===== src/rtl/bus_ctrl_pkg.sv =====
// Shared types and helpers for the snooping bus controller (snoop_bus_ctrl).
package bus_ctrl_pkg;

  localparam int WORD_W = 32;

  typedef enum logic [2:0] {
    IDLE  = 3'd0,
    SNOOP = 3'd1,
    C2C   = 3'd2,
    C2CWB = 3'd3,
    L2RD  = 3'd4,
    WB    = 3'd5,
    DONE  = 3'd6
  } state_e;

  typedef enum logic [1:0] {
    REQ_RD  = 2'd0,
    REQ_RFO = 2'd1,
    REQ_WB  = 2'd2
  } req_e;

  function automatic int bw_of(input int block_size);
    return block_size * WORD_W;
  endfunction

endpackage


===== src/rtl/bus_arbiter.sv =====
// Request arbiter for the snooping bus controller.
// BUS_CTRL_RR_ARB_EN selects round-robin from ptr; otherwise fixed priority, lowest index wins.
module bus_arbiter #(
  parameter int CPUS = 2,
  parameter int IDXW = $clog2(CPUS)
) (
  input  logic [CPUS-1:0] req,
  input  logic [IDXW-1:0] ptr,
  output logic [CPUS-1:0] gnt,
  output logic [IDXW-1:0] gnt_idx,
  output logic            gnt_valid
);

  logic [IDXW-1:0] start_s;

`ifdef BUS_CTRL_RR_ARB_EN
  assign start_s = ptr;
`else
  logic unused_ptr_s;
  assign unused_ptr_s = ^ptr;
  assign start_s      = '0;
`endif

  // Scan upward from the start index with wrap; first requester found wins
  always_comb begin
    int   idx;
    logic hit_s;
    idx       = 0;
    hit_s     = 1'b0;
    gnt       = '0;
    gnt_idx   = '0;
    gnt_valid = 1'b0;
    for (int i = 0; i < CPUS; i++) begin
      idx       = int'(start_s) + i;
      idx       = (idx >= CPUS) ? (idx - CPUS) : idx;
      hit_s     = !gnt_valid && req[idx];
      gnt[idx]  = hit_s;
      gnt_idx   = hit_s ? IDXW'(idx) : gnt_idx;
      gnt_valid = gnt_valid | hit_s;
    end
  end

endmodule


===== src/rtl/snoop_bus_ctrl.sv =====
// Coherence bus responder: arbitrates CPU requests, snoops peers, fills cache-to-cache or from L2.
// Optional round-robin arbitration with BUS_CTRL_RR_ARB_EN.
module snoop_bus_ctrl
  import bus_ctrl_pkg::*;
#(
  parameter  int CPUS       = 2,
  parameter  int BLOCK_SIZE = 2,
  parameter  int ADDR_WIDTH = 32,
  localparam int BW         = bw_of(BLOCK_SIZE),
  localparam int IDXW       = $clog2(CPUS)
) (
  input  logic                                 CLK,
  input  logic                                 nRST,
  input  logic [CPUS-1:0]                      dREN,
  input  logic [CPUS-1:0]                      dWEN,
  input  logic [CPUS-1:0]                      ccwrite,
  input  logic [CPUS-1:0][ADDR_WIDTH-1:0]      daddr,
  input  logic [CPUS-1:0][BW-1:0]              dstore,
  input  logic [CPUS-1:0]                      ccsnoopdone,
  input  logic [CPUS-1:0]                      ccsnoophit,
  input  logic [CPUS-1:0]                      ccdirty,
  output logic [CPUS-1:0]                      dwait,
  output logic [CPUS-1:0][BW-1:0]              dload,
  output logic [CPUS-1:0]                      ccexclusive,
  output logic [CPUS-1:0]                      ccwait,
  output logic [CPUS-1:0]                      ccinv,
  output logic [CPUS-1:0][ADDR_WIDTH-1:0]      ccsnoopaddr,
  output logic [ADDR_WIDTH-1:0]                l2_addr,
  output logic                                 l2_ren,
  output logic                                 l2_wen,
  output logic [BW-1:0]                        l2_store,
  input  logic [BW-1:0]                        l2_load,
  input  logic                                 l2_busy
);

  state_e                  state_r, state_nxt_s;
  req_e                    type_r, gnt_type_s;
  logic [IDXW-1:0]         ptr_r, ptr_nxt_s;
  logic [IDXW-1:0]         req_id_r, resp_r, resp_s;
  logic [ADDR_WIDTH-1:0]   addr_r;
  logic [CPUS-1:0]         hit_r, dirty_r;
  logic [BW-1:0]           data_r;

  logic [CPUS-1:0]         req_s, gnt_s, self_s, snoop_hit_s;
  logic [IDXW-1:0]         gnt_idx_s;
  logic                    gnt_valid_s, snoop_done_s;

  assign req_s = dREN | dWEN | ccwrite;

  bus_arbiter #(
    .CPUS (CPUS),
    .IDXW (IDXW)
  ) u_arb (
    .req       (req_s),
    .ptr       (ptr_r),
    .gnt       (gnt_s),
    .gnt_idx   (gnt_idx_s),
    .gnt_valid (gnt_valid_s)
  );

  // Request type of the granted CPU: writeback beats RFO beats read
  always_comb begin
    gnt_type_s = REQ_RD;
    if (|(dWEN & gnt_s)) begin
      gnt_type_s = REQ_WB;
    end else if (|(ccwrite & gnt_s)) begin
      gnt_type_s = REQ_RFO;
    end else begin
      gnt_type_s = REQ_RD;
    end
  end

  // Snoop bookkeeping: the requester is excluded; responder is the lowest-index hit
  always_comb begin
    self_s          = '0;
    self_s[req_id_r] = 1'b1;
    snoop_done_s    = &(ccsnoopdone | self_s);
    snoop_hit_s     = ccsnoophit & ~self_s;
    resp_s          = '0;
    for (int i = CPUS - 1; i >= 0; i--) begin
      resp_s = snoop_hit_s[i] ? IDXW'(i) : resp_s;
    end
  end

`ifdef BUS_CTRL_RR_ARB_EN
  assign ptr_nxt_s = (req_id_r == IDXW'(CPUS - 1)) ? '0 : (req_id_r + IDXW'(1));
`else
  assign ptr_nxt_s = '0;
`endif

  // State and transaction registers
  always_ff @(posedge CLK) begin
    if (!nRST) begin
      state_r  <= IDLE;
      type_r   <= REQ_RD;
      ptr_r    <= '0;
      req_id_r <= '0;
      resp_r   <= '0;
      addr_r   <= '0;
      hit_r    <= '0;
      dirty_r  <= '0;
      data_r   <= '0;
    end else begin
      state_r <= state_nxt_s;
      case (state_r)
        IDLE: begin
          if (gnt_valid_s) begin
            req_id_r <= gnt_idx_s;
            type_r   <= gnt_type_s;
            addr_r   <= daddr[gnt_idx_s];
            hit_r    <= '0;
            dirty_r  <= '0;
            data_r   <= '0;
          end
        end
        SNOOP: begin
          if (snoop_done_s) begin
            hit_r   <= snoop_hit_s;
            dirty_r <= ccdirty & ~self_s;
            resp_r  <= resp_s;
          end
        end
        C2C:     data_r <= dstore[resp_r];
        L2RD:    if (!l2_busy) data_r <= l2_load;
        DONE:    ptr_r <= ptr_nxt_s;
        default: ;
      endcase
    end
  end

  // Next-state logic
  always_comb begin
    state_nxt_s = state_r;
    case (state_r)
      IDLE: begin
        if (gnt_valid_s) begin
          state_nxt_s = (gnt_type_s == REQ_WB) ? WB : SNOOP;
        end else begin
          state_nxt_s = IDLE;
        end
      end
      SNOOP: begin
        if (snoop_done_s) begin
          state_nxt_s = (|snoop_hit_s) ? C2C : L2RD;
        end else begin
          state_nxt_s = SNOOP;
        end
      end
      C2C:     state_nxt_s = dirty_r[resp_r] ? C2CWB : DONE;
      C2CWB:   state_nxt_s = l2_busy ? C2CWB : DONE;
      L2RD:    state_nxt_s = l2_busy ? L2RD : DONE;
      WB:      state_nxt_s = l2_busy ? WB : DONE;
      DONE:    state_nxt_s = IDLE;
      default: state_nxt_s = IDLE;
    endcase
  end

  // Output decode from state and latched transaction
  always_comb begin
    dwait       = '1;
    dload       = '0;
    ccexclusive = '0;
    ccwait      = '0;
    ccinv       = '0;
    ccsnoopaddr = '0;
    l2_addr     = '0;
    l2_ren      = 1'b0;
    l2_wen      = 1'b0;
    l2_store    = '0;
    case (state_r)
      SNOOP: begin
        for (int j = 0; j < CPUS; j++) begin
          ccwait[j]      = ~self_s[j];
          ccinv[j]       = ~self_s[j] & (type_r == REQ_RFO);
          ccsnoopaddr[j] = self_s[j] ? '0 : addr_r;
        end
      end
      C2C: begin
        ccwait[resp_r]      = 1'b1;
        ccsnoopaddr[resp_r] = addr_r;
      end
      C2CWB: begin
        l2_wen   = 1'b1;
        l2_addr  = addr_r;
        l2_store = data_r;
      end
      L2RD: begin
        l2_ren  = 1'b1;
        l2_addr = addr_r;
      end
      WB: begin
        l2_wen   = 1'b1;
        l2_addr  = addr_r;
        l2_store = dstore[req_id_r];
      end
      DONE: begin
        dwait[req_id_r]       = 1'b0;
        dload[req_id_r]       = data_r;
        ccexclusive[req_id_r] = ~(|hit_r) & (type_r != REQ_WB);
      end
      default: ;
    endcase
  end

endmodule


===== config.mk =====
export PLATFORM = sky130hd
export DESIGN_NAME = snoop_bus_ctrl
export DESIGN_NICKNAME = d
export VERILOG_FILES = /design/src/rtl/bus_ctrl_pkg.sv /design/src/rtl/bus_arbiter.sv /design/src/rtl/snoop_bus_ctrl.sv
export SDC_FILE = /design/constraint.sdc
export NUM_CORES = 1
export LEC_CHECK = 0
export BUFFER_PORTS_ARGS = -buffer_cell sky130_fd_sc_hd__buf_4
export CORE_AREA = 2 2 222 224
export DETAILED_ROUTE_END_ITERATION = 12
export DIE_AREA = 0 0 224 226
export GPL_TIMING_DRIVEN = 0
export PLACE_DENSITY = 0.43
export SLEW_MARGIN = 30
export SYNTH_ARGS = -nofsm -noshare
export SYNTH_HDL_FRONTEND = slang
export SYNTH_HIERARCHICAL = 1
export SYNTH_SLANG_ARGS = --single-unit

===== constraint.sdc =====
create_clock -name CLK -period 3.8 [get_ports CLK]
set_input_delay 0 -clock CLK [delete_from_list [all_inputs] [get_ports CLK]]
set_output_delay 0 -clock CLK [all_outputs]
set_load 0.02 [all_outputs]

==> flow_metrics.tcl <==
set metrics [dict create \
    run_status "finished, final reports clean" \
    r2r_slack_ns 0.67 \
    final-hold-violation-count 0 \
    cp_top_family "buffers and inverters" \
    layout-drive-gt1-share 0.365 \
    cts_tree "built" \
    cap_violations 0 \
    slew_viol_final 0 \
    grt_setup_unrepaired "no" \
    core_mm2 0.0483 \
    wirelength_mm 52.2 \
    fin_crit_ns 3.13 \
    dr.pass1.iters 6 \
    synth_area_mm2 0.00786 \
    critPathKind "flop to flop" \
    cts_root_buf "clkbuf_16" \
    cts_setup_buffers 0 \
    dpl_cell_area_mm2 0.0129 \
    cp-startpoint "state_r[1]$_SDFF_PN0_" \
    start_util 0.163 \
    cts_resized 0 \
    worst-path-buf-inv 4 \
    critPathRequiredTime_ns 4.12 \
    overflow 0 \
    cp_cell_sequence "nor2b_2 -> nor3b_2 -> buf_2 -> buf_2 -> a222oi_1 -> dlygate4sd3_1 -> a21oi_1 -> dlygate4sd3_1" \
    cpPeakStageDelay_ns 0.58 \
    h-tree-depth 3 \
    dieHeight_um 226 \
    tightest_slew_ns 0.933 \
    drc 0 \
    clock_path_buffers 2 \
    routabilityCongestion 0.845 \
    rows 81 \
    antenna_found_initial 9 \
    syn_inst 1008 \
    use_met2 0.373 \
    reg2regPathDepth 8 \
    p_leak_nw 6.74 \
    top_usage_layer "met2" \
    worstSetupPathDepth 8 \
    fin_ws_ns 0.671 \
    io-pin-count 569 \
    final_core_util 0.311 \
    grtUsageMet3 0.0476 \
    fin_crit_sh 0.823 \
    cts_made_buffers 9 \
    grt_pass1_vias 11100 \
    timing.rr.start "state_r[1]$_SDFF_PN0_" \
    slowest_stage "dlygate4sd3_1" \
    crit_arrival_ns 3.45 \
    die_w_um 224 \
    via_count 10800 \
    relSlewSlack 0.378 \
    clkLatencyLatePin_ns 0.38 \
    finalSetupViolations 0 \
    detail_route.iter0.violations 700 \
    syn-num-nets 1279 \
    vias_per_cell 4.49 \
    final_cells 2398 \
    ctsHoldBuffers 183 \
    clock_sinks 107 \
    postSynthAreaPerCell_um2 7.80 \
    finalNetCount 2040 \
    startpoint_type "flop" \
    p_per_area_mw_per_mm2 478 \
    grt_pass1_wl_mm 73.9 \
    r2r-end "data_r[51]$_SDFFE_PN0P_" \
    clk_pin_slew_ns 0.08 \
    grt_max_degree 16 \
    dp.cells 2197 \
    fmax_mhz 320 \
    final_cell_area_mm2 0.0150 \
    track_usage 0.198 \
    worst_clock_skew_ns 0.00794 \
    avgRoutedWirePerCell_um 21.8 \
    portBuffers 567 \
    die_area_mm2 0.0506 \
    area_delta_synth_final_pct 90.9 \
    pre_cts_slack_ns 1.25 \
    hold_class "input pin to flop" \
    ys_warn_count 6 \
    use_met1 0.221 \
    setup_tns_ns 0 \
    dpl.hpwl_mm 40.8 \
    final_antenna_net_count 0 \
    crit_path_end "data_r[51]$_SDFFE_PN0P_" \
    worstSetupEndpointType "flop" \
    ir_drop_mv 0.292 \
    worstPathMaxFanout 10 \
]
[final cells by class]
class / count / area (um^2)
fillers: 5216 / 33300
repair buffers: 750 / 6090
multi-input cells: 787 / 5200
flip-flops and latches: 107 / 2140
well taps: 622 / 778
plain buffers: 109 / 507
clock buffers: 10 / 229
clock inverters: 3 / 42.5
inverters: 5 / 18.8
diodes: 5 / 12.5
[layout by cell type, fill, tap and decap left out, types with 51 or more instances in the layout]
cell type and count:
buf_4 576, and2_1 195, dlygate4sd3_1 183, o21ai_0 122
nand2_1 107, dfxtp_1 107, mux2i_1 100, a21oi_1 70
a222oi_1 64, buf_2 51
[where the power goes]
| part | leakage, nW | internal (mW) | total, mW | switching [mW] |
|---|---|---|---|---|
| Sequential | 0.884 | 1.61 | 2.16 | 0.548 |
| Clock | 0.130 | 0.502 | 0.990 | 0.488 |
| Combinational | 5.73 | 1.75 | 4.03 | 2.28 |
[per-stage QoR]
step,hold WS (ns),power (mW)
floorplan,0.151,4.03
global placement,0.285,5.83
detailed placement,0.293,5.84
CTS,0.00384,7.27
global route,0.0244,7.67
finish,0.0120,7.18
[metal layers]
metal / wire, um / vias up / share of wire
met5: 52 / - / 0.0010
met4: 881 / 8 / 0.017
met3: 3730 / 52 / 0.071
met2: 27000 / 487 / 0.52
met1: 20600 / 5089 / 0.39
li1: - / 5140 / -
[worst min path at each step]
| stage | depth (start not counted) | endpoint | startpoint |
|---|---|---|---|
| 6_report | 3 | data_r[6]$_SDFFE_PN0P_ | dstore[70] |
| 4_1_cts | 3 | data_r[48]$_SDFFE_PN0P_ | nRST |
| 3_3_place_gp | 3 | dirty_r[0]$_SDFFE_PN0P_ | ccdirty[0] |
| 3_5_place_dp | 3 | dirty_r[0]$_SDFFE_PN0P_ | ccdirty[0] |
| 2_1_floorplan | 2 | dirty_r[0]$_SDFFE_PN0P_ | ccdirty[0] |
| 5_1_grt | 4 | addr_r[16]$_SDFFE_PN0P_ | daddr[16] |
[sequential cells by signal, indices dropped and copies added (netlist names)]
signal	count
req_id_r	1
state_r	3
type_r	2
addr_r	32
resp_r	1
hit_r	2
dirty_r	2
data_r	64
[worst min-delay path, delay by kind of cell]
family / cells / cell delay [ns]
AO/OA/AOI/OAI: 2 / 0.26
buffers and inverters: 1 / 0.09
Note: power is estimated with default switching activity, not from simulation.
